===== config.mk =====
export PLATFORM = sky130hd
export DESIGN_NAME = acc_mac
export DESIGN_NICKNAME = d
export VERILOG_FILES = /design/src/rtl/acc_pkg.sv /design/src/rtl/acc_mul_seq.sv /design/src/rtl/acc_mac.sv
export SDC_FILE = /design/constraint.sdc
export NUM_CORES = 1
export LEC_CHECK = 0
export BUFFER_PORTS_ARGS = -buffer_cell sky130_fd_sc_hd__buf_2
export CORE_UTILIZATION = 45
export DETAILED_ROUTE_END_ITERATION = 7
export PLACE_DENSITY_LB_ADDON = 0.3
export SLEW_MARGIN = 5
export SYNTH_ARGS = -nofsm -noshare
export SYNTH_HDL_FRONTEND = slang
export SYNTH_HIERARCHICAL = 1
export SYNTH_SLANG_ARGS = --single-unit

===== constraint.sdc =====
create_clock -name clock_i -period 9.2 [get_ports clock_i]
set_clock_uncertainty 0.2 [all_clocks]
set_input_delay 1.84 -clock clock_i [delete_from_list [all_inputs] [get_ports clock_i]]
set_output_delay 1.84 -clock clock_i [all_outputs]
set_load 0.01 [all_outputs]

===== src/rtl/acc_pkg.sv =====
// Shared definitions for the accumulator: op codes, FSM states and
// range/saturation helpers working on a wide signed intermediate.
package acc_pkg;

  localparam logic [2:0] OP_NOP  = 3'b000;
  localparam logic [2:0] OP_LOAD = 3'b001;
  localparam logic [2:0] OP_ADD  = 3'b010;
  localparam logic [2:0] OP_SUB  = 3'b011;
  localparam logic [2:0] OP_CLR  = 3'b100;
  localparam logic [2:0] OP_MAC  = 3'b101;

  typedef enum logic [1:0] {
    ST_IDLE  = 2'd0,
    ST_MUL   = 2'd1,
    ST_ACCUM = 2'd2
  } state_e;

  // Wide enough for a 2*DATASIZE+1 bit MAC sum with DATASIZE up to 32.
  localparam int WIDE_W = 66;
  typedef logic signed [WIDE_W-1:0] wide_t;

  function automatic logic fits_signed(input wide_t v, input int unsigned w);
    wide_t hi;
    wide_t lo;
    hi = (wide_t'(1) <<< (w - 1)) - wide_t'(1);
    lo = -hi - wide_t'(1);
    return (v <= hi) && (v >= lo);
  endfunction

  // Clamp to the w-bit signed range when sat is set; otherwise pass through
  // so the caller's truncation gives the wrapped result.
  function automatic wide_t sat_result(input wide_t v, input int unsigned w, input logic sat);
    wide_t hi;
    wide_t lo;
    hi = (wide_t'(1) <<< (w - 1)) - wide_t'(1);
    lo = -hi - wide_t'(1);
    if (!sat || fits_signed(v, w)) return v;
    return (v > hi) ? hi : lo;
  endfunction

endpackage


===== src/rtl/acc_mul_seq.sv =====
// Signed shift-add multiplier: one partial product per cycle over W cycles,
// exact 2*W-bit result; the sign bit of the multiplier is subtracted.
module acc_mul_seq #(
  parameter int W = 16
) (
  input  logic           clock_i,
  input  logic           nreset_i,
  input  logic           start_i,
  input  logic           abort_i,
  input  logic [W-1:0]   a_i,
  input  logic [W-1:0]   b_i,
  output logic [2*W-1:0] product_o,
  output logic           last_o,
  output logic           valid_o
);

  localparam int CW = $clog2(W + 1);

  logic [2*W-1:0] mcand_q, mcand_d;
  logic [W-1:0]   mplr_q, mplr_d;
  logic [2*W-1:0] prod_q, prod_d;
  logic [CW-1:0]  cnt_q, cnt_d;
  logic           run_q, run_d;

  always_comb begin
    mcand_d = mcand_q;
    mplr_d  = mplr_q;
    prod_d  = prod_q;
    cnt_d   = cnt_q;
    run_d   = run_q;
    if (abort_i) begin
      run_d = 1'b0;
    end else if (start_i) begin
      mcand_d = {{W{a_i[W-1]}}, a_i};
      mplr_d  = b_i;
      prod_d  = '0;
      cnt_d   = '0;
      run_d   = 1'b1;
    end else if (run_q) begin
      if (cnt_q < CW'(W)) begin
        if (mplr_q[0]) begin
          prod_d = (cnt_q == CW'(W - 1)) ? prod_q - mcand_q : prod_q + mcand_q;
        end
        mcand_d = mcand_q << 1;
        mplr_d  = mplr_q >> 1;
        cnt_d   = cnt_q + CW'(1);
      end else begin
        run_d = 1'b0;
      end
    end
  end

  always_ff @(posedge clock_i or negedge nreset_i) begin
    if (!nreset_i) begin
      mcand_q <= '0;
      mplr_q  <= '0;
      prod_q  <= '0;
      cnt_q   <= '0;
      run_q   <= 1'b0;
    end else begin
      mcand_q <= mcand_d;
      mplr_q  <= mplr_d;
      prod_q  <= prod_d;
      cnt_q   <= cnt_d;
      run_q   <= run_d;
    end
  end

  assign product_o = prod_q;
  assign last_o    = run_q && (cnt_q == CW'(W - 1));
  assign valid_o   = run_q && (cnt_q == CW'(W));

endmodule


===== src/rtl/acc_mac.sv =====
// Working accumulator with load/add/sub/clear and an iterative
// multiply-accumulate; optional saturation and sticky overflow.
module acc_mac
  import acc_pkg::*;
#(
  parameter int unsigned DATASIZE = 16,
  parameter bit          SATURATE = 1'b1
) (
  input  logic                clock_i,
  input  logic                nreset_i,
  input  logic                start_i,
  input  logic [2:0]          op_i,
  input  logic [DATASIZE-1:0] data_i,
  input  logic [DATASIZE-1:0] coef_i,
  input  logic                abort_i,
  output logic [DATASIZE-1:0] data_o,
  output logic                busy_o,
  output logic                done_o,
  output logic                zero_o,
  output logic                neg_o,
  output logic                ovf_o
);

  localparam int PW = 2 * DATASIZE;

  state_e              state_q, state_d;
  logic [DATASIZE-1:0] acc_q, acc_d;
  logic                ovf_q, ovf_d;
  logic                done_q, done_d;
  logic                zero_q, zero_d;
  logic                neg_q, neg_d;

  logic                mul_start, mul_abort, mul_last, mul_valid;
  logic [PW-1:0]       mul_product;

  wide_t               acc_w, data_w, prod_w;
  wide_t               wb_sum, wb_val;
  logic                wb_en;

  assign acc_w  = wide_t'($signed(acc_q));
  assign data_w = wide_t'($signed(data_i));
  assign prod_w = wide_t'($signed(mul_product));

  // The multiplier only listens to abort while a MAC is actually in flight.
  assign mul_abort = abort_i && (state_q != ST_IDLE);

  acc_mul_seq #(
    .W (DATASIZE)
  ) u_mul (
    .clock_i   (clock_i),
    .nreset_i  (nreset_i),
    .start_i   (mul_start),
    .abort_i   (mul_abort),
    .a_i       (data_i),
    .b_i       (coef_i),
    .product_o (mul_product),
    .last_o    (mul_last),
    .valid_o   (mul_valid)
  );

  always_comb begin
    state_d   = state_q;
    acc_d     = acc_q;
    ovf_d     = ovf_q;
    done_d    = 1'b0;
    mul_start = 1'b0;
    wb_en     = 1'b0;
    wb_sum    = '0;
    wb_val    = '0;
    case (state_q)
      ST_IDLE: begin
        if (start_i) begin
          done_d = 1'b1;
          case (op_i)
            OP_LOAD: begin
              acc_d = data_i;
              ovf_d = 1'b0;
            end
            OP_ADD: begin
              wb_en  = 1'b1;
              wb_sum = acc_w + data_w;
            end
            OP_SUB: begin
              wb_en  = 1'b1;
              wb_sum = acc_w - data_w;
            end
            OP_CLR: begin
              acc_d = '0;
              ovf_d = 1'b0;
            end
            OP_MAC: begin
              done_d    = 1'b0;
              mul_start = 1'b1;
              state_d   = ST_MUL;
            end
            default: ;
          endcase
        end
      end
      ST_MUL: begin
        if (abort_i)       state_d = ST_IDLE;
        else if (mul_last) state_d = ST_ACCUM;
      end
      ST_ACCUM: begin
        if (abort_i) begin
          state_d = ST_IDLE;
        end else if (mul_valid) begin
          wb_en   = 1'b1;
          wb_sum  = acc_w + prod_w;
          done_d  = 1'b1;
          state_d = ST_IDLE;
        end
      end
      default: state_d = ST_IDLE;
    endcase
    if (wb_en) begin
      wb_val = sat_result(wb_sum, DATASIZE, SATURATE);
      acc_d  = wb_val[DATASIZE-1:0];
      if (!fits_signed(wb_sum, DATASIZE)) ovf_d = 1'b1;
    end
    zero_d = (acc_d == '0);
    neg_d  = acc_d[DATASIZE-1];
  end

  always_ff @(posedge clock_i or negedge nreset_i) begin
    if (!nreset_i) begin
      state_q <= ST_IDLE;
      acc_q   <= '0;
      ovf_q   <= 1'b0;
      done_q  <= 1'b0;
      zero_q  <= 1'b1;
      neg_q   <= 1'b0;
    end else begin
      state_q <= state_d;
      acc_q   <= acc_d;
      ovf_q   <= ovf_d;
      done_q  <= done_d;
      zero_q  <= zero_d;
      neg_q   <= neg_d;
    end
  end

  assign data_o = acc_q;
  assign busy_o = (state_q != ST_IDLE);
  assign done_o = done_q;
  assign zero_o = zero_q;
  assign neg_o  = neg_q;
  assign ovf_o  = ovf_q;

endmodule


Yosys cells after proc, flatten, opt, wreduce, memory -nomap -nowiden
Index checks and enable logic that the tools add are counted.
Operators by class
  $add $sub $neg: 6
  multiply operators: 0
  div/mod/pow operators: 0
  magnitude comparators: 4
  equal/unequal tests: 13
  shifts and indexed selects: 0
  mux-type cells: 55
  bitwise logic cells: 1
  reduce and logical (&&, ||, !) cells: 15
Operators with widths (count)
  66-bit case mux with 2 select lines: 2
  32-bit 2-to-1 mux: 8
  66-bit 2-to-1 mux: 3
  16-bit 2-to-1 mux: 9
  66-bit by 16-bit greater-or-equal comparator with 1-bit output (second input constant): 1
  66-bit by 16-bit > comparator with 1-bit output (second input constant): 1
  66-bit by 16-bit <= comparator with 1-bit output (second input constant): 1
  16-bit by 32-bit adder with 33-bit output: 1
  32-bit adder: 1
  16-bit case mux with 2 select lines: 1
  32-bit subtractor: 1
  1-bit 2-to-1 mux: 20
  16-bit by 16-bit adder with 17-bit output: 1
  16-bit by 16-bit subtractor with 17-bit output: 1
  16-bit zero test: 1
  5-bit 2-to-1 mux: 3
  2-bit 2-to-1 mux: 6
  4-bit AND reduction: 2
  2-bit nonzero test: 4
  3-bit by 2-bit == test with 1-bit output (second input constant): 2
  3-bit == test (second input constant): 2
  3-bit inequality test (second input constant): 2
  2-bit case mux with 3 select lines: 1
  5-bit by 1-bit adder with 5-bit output (second input constant): 1
  other kinds (14): 19
Storage, ports and cells
  bits in registers: 108
  bits in latches: 0
  memory bits (writable): 0
  ROM bits: 0
  input port bits: 39
  output and inout port bits: 21
  logic and storage cells: 105
  memories: 0

Depth between registers and ports, before layout
  depth after elaboration: 12
  mapped depth: 19
  mapped depth without buffers: 18

By module
The synthesis kept the hierarchy.
By module, submodules not included
  acc_mul_seq: times used 1, cells an instance 732, area each 6057.1 sq um, sequential area each 2152.1 sq um
  acc_mac: times used 1, cells an instance 654, area each 4740.8 sq um, sequential area each 526.8 sq um

Worst setup path before layout
No wires, ideal clock.
  path kind: input port to flip-flop
  start point: input port data_i[7]
  end point: register zero_q (netlist: zero_o)
  library setup time: 0.090 ns
  data arrival time: 6.007 ns
  data required time: 8.910 ns
  path slack: 2.903 ns
  stages: 18
  buffers on the path: 1
  cells stage by stage: or4_4 -> nor3_4 -> nand2_2 -> o31ai_1 -> xor2_1 -> ha_1 -> inv_1 -> nor2_1 -> o21a_1 -> a2111oi_0 -> xnor2_1 -> a21bo_1 -> or4_1 -> o41a_1 -> or2_1 -> buf_2 -> o2bb2ai_2 -> nor4_2
Between the ends
  longest elaborated chain between the ends: 11
  elaborated cells on any way between the ends: 19
  those cells by class: add/sub: 2; order compare: 3; mux: 12; reduce/logical: 2
Ends and longest elaborated chain
  start, declared: line acc_mac.sv:13  | input logic [DATASIZE-1:0] data_i,
  16-bit by 16-bit subtractor with 17-bit output / 16-bit by 16-bit adder with 17-bit output (equally long branches): line acc_mac.sv:85, acc_mac.sv:81
  66-bit case mux with 2 select lines (*): line acc_mac.sv:74  | case (op_i)
  66-bit 2-to-1 mux (*): line acc_mac.sv:72  | if (start_i) begin
  66-bit case mux with 2 select lines (*): line acc_mac.sv:70  | case (state_q)
  66-bit by 16-bit <= comparator with 1-bit output / 66-bit by 16-bit greater-or-equal comparator with 1-bit output (equally long branches): line acc_pkg.sv:27  | return (v <= hi) && (v >= lo);
  1-bit logical AND: line acc_pkg.sv:27
  1-bit 2-to-1 mux: line acc_pkg.sv:37  | if (!sat || fits_signed(v, w)) return v;
  1-bit 2-to-1 mux: line acc_mac.sv:116  | if (wb_en) begin
  16-bit 2-to-1 mux (*): line acc_pkg.sv:38  | return (v > hi) ? hi : lo;
  16-bit 2-to-1 mux (*): line acc_mac.sv:116
  net acc_d[12]: line acc_mac.sv:27  | logic [DATASIZE-1:0] acc_q, acc_d;
  16-bit zero test (*): line acc_mac.sv:121  | zero_d = (acc_d == '0);
  net zero_d: line acc_mac.sv:30  | logic zero_q, zero_d;
  end signal, assigned: line acc_mac.sv:138  | zero_q <= zero_d;
  end, declared: line acc_mac.sv:30
The timed path passes the listed nets; every way through them passes the cells marked *. The select of a mux whose other input is x is not followed.
A chain may end at the register's enable or synchronous reset.

Final worst setup path
  start point: input port data_i[7]
  end point: register zero_q (netlist: zero_o)
Between the ends
  longest elaborated chain between the ends: 11
  elaborated cells on any way between the ends: 19
  those cells by class: add/sub: 2; order compare: 3; mux: 12; reduce/logical: 2
Ends and longest elaborated chain (line)
  16-bit by 16-bit subtractor with 17-bit output / 16-bit by 16-bit adder with 17-bit output (equally long branches): acc_mac.sv:85, acc_mac.sv:81
  66-bit case mux with 2 select lines: acc_mac.sv:74
  66-bit 2-to-1 mux: acc_mac.sv:72
  66-bit case mux with 2 select lines: acc_mac.sv:70
  66-bit by 16-bit <= comparator with 1-bit output / 66-bit by 16-bit greater-or-equal comparator with 1-bit output (equally long branches): acc_pkg.sv:27
  1-bit logical AND: acc_pkg.sv:27
  1-bit 2-to-1 mux: acc_pkg.sv:37
  1-bit 2-to-1 mux: acc_mac.sv:116
  16-bit 2-to-1 mux: acc_pkg.sv:38
  16-bit 2-to-1 mux (*): acc_mac.sv:116
  16-bit zero test (*): acc_mac.sv:121
  net zero_d: acc_mac.sv:30
Marks and branches as above.

==> reports/qor.yml <==
clocking:
  cts_buffer_depth: 2
  cts_num_sinks: 107
  cts_setup_buffers: 0
  clkLatencyLatePin_ns: 0.37
  cts_tree: "done"
  cts_root_buffer: "clkbuf_16"
  post_cts_resized: 0
  cts_hold_buf: 0
  cts_buffers: 9
  cts.reportedPaths.clkPinSlew_ns: 0.09
  htreeDepth: 3
setup_path:
  crit_required_ns: 9.29
  cp-end-kind: "flop"
  regToRegStartpoint: "data_o[15]"
  crit_start: "data_i[7]"
  crit_path_start_kind: "primary input"
  crit_fanout: 7
  arrival_ns: 6.69
  crit_type: "in2reg"
logic_synthesis:
  ys_async_sr_fraction_pct: 100.0
  syn_inst: 1386
  synth_area_sq_um: 10800
  yosysSeqAreaShare_pct: 24.81
  synth_cell_types: 90
  synth_edf_count: 0
  synth-main-ff-cell: "dfrtp_1"
  synth_warnings: 6
  synth_fp_nets: 1512
  synth_seq_cells: 107
  synth.avg_cell_area_sq_um: 7.791
cells_and_area:
  ff_latch_area_sq_um: 2679
  diodes: 0
  syn_to_final_growth_pct: 7.718
  nNetsFinal: 1522
  final_util_pct: 49.55
  final.fill_count: 2295
  multiInputGateArea_sq_um: 7760
  post_route_cells_drive_above_1_share_pct: 8.208
drt:
  vias: 10705
  viasPerCell: 6.224
  dr.pass1.iters: 5
  drt_iter0_markers: 904
  routedWlPerCell_um: 19.33
  drcViolationCount: 0
  ant_nets: 0
  drt-total-wl_um: 33240
timing:
  clock.fmax_mhz: 151.3
  rsz0062_at_grt: "no"
  period_needed_ns: 6.608
  drv_slew: 0
  setup_tns_ns: 0
  hold_viol_final: 0
  setup_violations: 0
  tightest_slew_ns: 1.222
  fin_crit_sh_pct: 71.83
  slew_headroom_pct: 18.53
power:
  power_frac_seq_pct: 18.2
  p_per_area_nw_per_um2: 414.9
  irDropWorstVdd_uv: 176.5
  p_leak_nw: 4.861
  p_clk_share_pct: 9.0
  combPwrFrac_pct: 72.8
  intPower_w: 0.002207
  power.switching_w: 0.002619
  swShare_pct: 54.27
global_routing:
  grt_pass1_vias: 9846
  grt_pass1_wl_um: 52680
  antenna_found_initial: 0
  grt_usage_pct: 27.22
  overflow: 0
  grt_max_degree: 99
die:
  core_area_sq_um: 23470
  fp.dieW_um: 156.9
  dieHeight_um: 156.9
  die_area_sq_um: 24620
  start_util_pct: 46.00
  num_rows: 56
  ioPinCount: 60
place:
  dp_hpwl_um: 25790
  place_congestion: 0.9179
  port_buffers: 59
run:
  drv_cap: 0
run_status:
  status: "completed"
worst_hold_path:
  hold_path.startpoint: "u_mul/mplr_q[2]"
  min_path_type: "reg2reg"
## power groups by stage
stage	combinational, W	clock [W]	sequential [W]
5_1_grt	0.00388	0.000456	0.000899
3_3_place_gp	0.00338	0	0.000880
3_5_place_dp	0.00343	0	0.000881
4_1_cts	0.00345	0.000442	0.000873
2_1_floorplan	0.00270	0	0.000794
6_report	0.00351	0.000433	0.000879
## Yosys cell counts, drive strengths merged (7+ instances only)
cell	count	area share (%)
a221oi	7	0.57
nand3	33	1.5
buf	9	0.48
nor2	113	3.9
a211oi	15	1.0
nor3	33	1.7
a31oi	10	0.58
mux2i	35	3.2
inv	31	1.1
ha	84	9.7
o21bai	7	0.49
nor4	15	0.93
a22oi	13	0.90
nor2b	14	0.81
a21o	19	1.3
nand4	29	1.7
xor2	33	2.7
nand2b	13	0.75
a221o	11	1.0
a21oi	126	5.8
and2	7	0.41
o31ai	11	0.94
o21a	21	1.5
clkbuf	58	2.0
xnor2	65	5.3
nand2	169	5.9
or3	9	0.57
o21ai	149	6.9
and3	10	0.58
o211ai	21	1.5
dfrtp	106	25
## per-stage QoR
| stage | total power [W] | instances | hold slack [ns] | area [sq um] | setup slack (ns) |
|---|---|---|---|---|---|
| floorplan | 0.003492 | 1386 | 0.2492 | 10800 | 2.903 |
| global placement | 0.004261 | 1704 | 0.2647 | 11300 | 2.331 |
| detailed placement | 0.004311 | 1704 | 0.2751 | 11300 | 2.246 |
| CTS | 0.004765 | 1720 | 0.2982 | 11630 | 2.636 |
| global route | 0.005239 | 1720 | 0.3230 | 11630 | 2.392 |
| finish | 0.004826 | 1720 | 0.2921 | 11630 | 2.592 |
## metal layers
metal  GRT usage (%)  part of all wire [%]  wire, um
met1           37.82                    46     15260
met2           43.87                    45     14980
met3           4.323                   7.1      2375
met4           6.863                   1.9       633
met5               0                     0         0
## worst paths after layout
path | endpoint | slack [ns] | cells past startpoint
setup / recovery | zero_o | 2.59 | 18
hold / removal | u_mul/mplr_q[2] | 0.29 | 2
setup reg to reg | zero_o | 3.85 | 12
hold reg to reg | u_mul/mplr_q[2] | 0.29 | 2
max in group asynchronous | u_mul/product_o[3] | 6.28 | 2
min in group asynchronous | u_mul/cnt_q[2] | 1.20 | 1
## registers in the layout (all words and copies together) (netlist names)
signal / flops
done_o: 1
data_o: 16
u_mul/mplr_q: 16
u_mul/cnt_q: 5
u_mul/product_o: 32
u_mul/mcand_q: 32
state_q: 2
zero_o: 1
ovf_o: 1
u_mul/run_q: 1
## worst max-delay path, stage by stage
cell and delay (ns):
buf_2 0.15, or4_4 0.58, nor3_4 0.19, nand2_1 0.07, o21ai_0 0.22, xor2_1 0.19, ha_1 0.32, a21oi_1 0.19
nor2_1 0.06, o21a_1 0.17, a2111oi_0 0.44, xnor2_1 0.22, a21bo_1 0.24, or4_1 0.52, or3_1 0.40, o31ai_4 0.40
o2111ai_1 0.21, nor4_2 0.28
## cell usage in the layout (no fill, tap or decap), types with 7 or more instances in the layout
| master | n |
|---|---|
| a211oi_1 | 15 |
| a21o_1 | 18 |
| a21oi_1 | 126 |
| a221o_1 | 11 |
| a221oi_1 | 7 |
| a22oi_1 | 13 |
| a31oi_1 | 10 |
| and2_1 | 7 |
| and3_1 | 10 |
| buf_2 | 58 |
| buf_4 | 8 |
| clkbuf_16 | 9 |
| dfrtp_1 | 106 |
| ha_1 | 84 |
| inv_1 | 31 |
| mux2i_1 | 35 |
| nand2_1 | 168 |
| nand2b_1 | 13 |
| nand3_1 | 33 |
| nand4_1 | 29 |
| nor2_1 | 112 |
| nor2b_1 | 14 |
| nor3_1 | 31 |
| nor4_1 | 14 |
| o211ai_1 | 21 |
| o21a_1 | 21 |
| o21ai_0 | 134 |
| o21ai_1 | 14 |
| o21bai_1 | 7 |
| o31ai_1 | 9 |
| or3_1 | 8 |
| xnor2_1 | 64 |
| xor2_1 | 33 |
## cell families (layout without fill, tap and decap cells)
family | Yosys count | after routing | synth area share (%)
and+or+nand+nor | 488 | 488 | 22.12
DFF | 107 | 107 | 24.81
adders and majority gates | 87 | 87 | 10.29
xor gates and xnor gates | 98 | 98 | 8.019
AOI/OAI and AO/OA | 472 | 472 | 27.83
buffers and inverters | 98 | 113 | 3.580
muxes | 36 | 36 | 3.349
## cell type report
class,count,area share [%]
Multi-Input combinational cell,1181,66.72
Sequential cell,107,23.03
Tap cell,319,3.432
Timing Repair Buffer,66,3.012
Clock buffer,9,1.936
Inverter,31,1.000
Clock inverter,7,0.8713
Note: power is estimated with default switching activity, not from simulation.
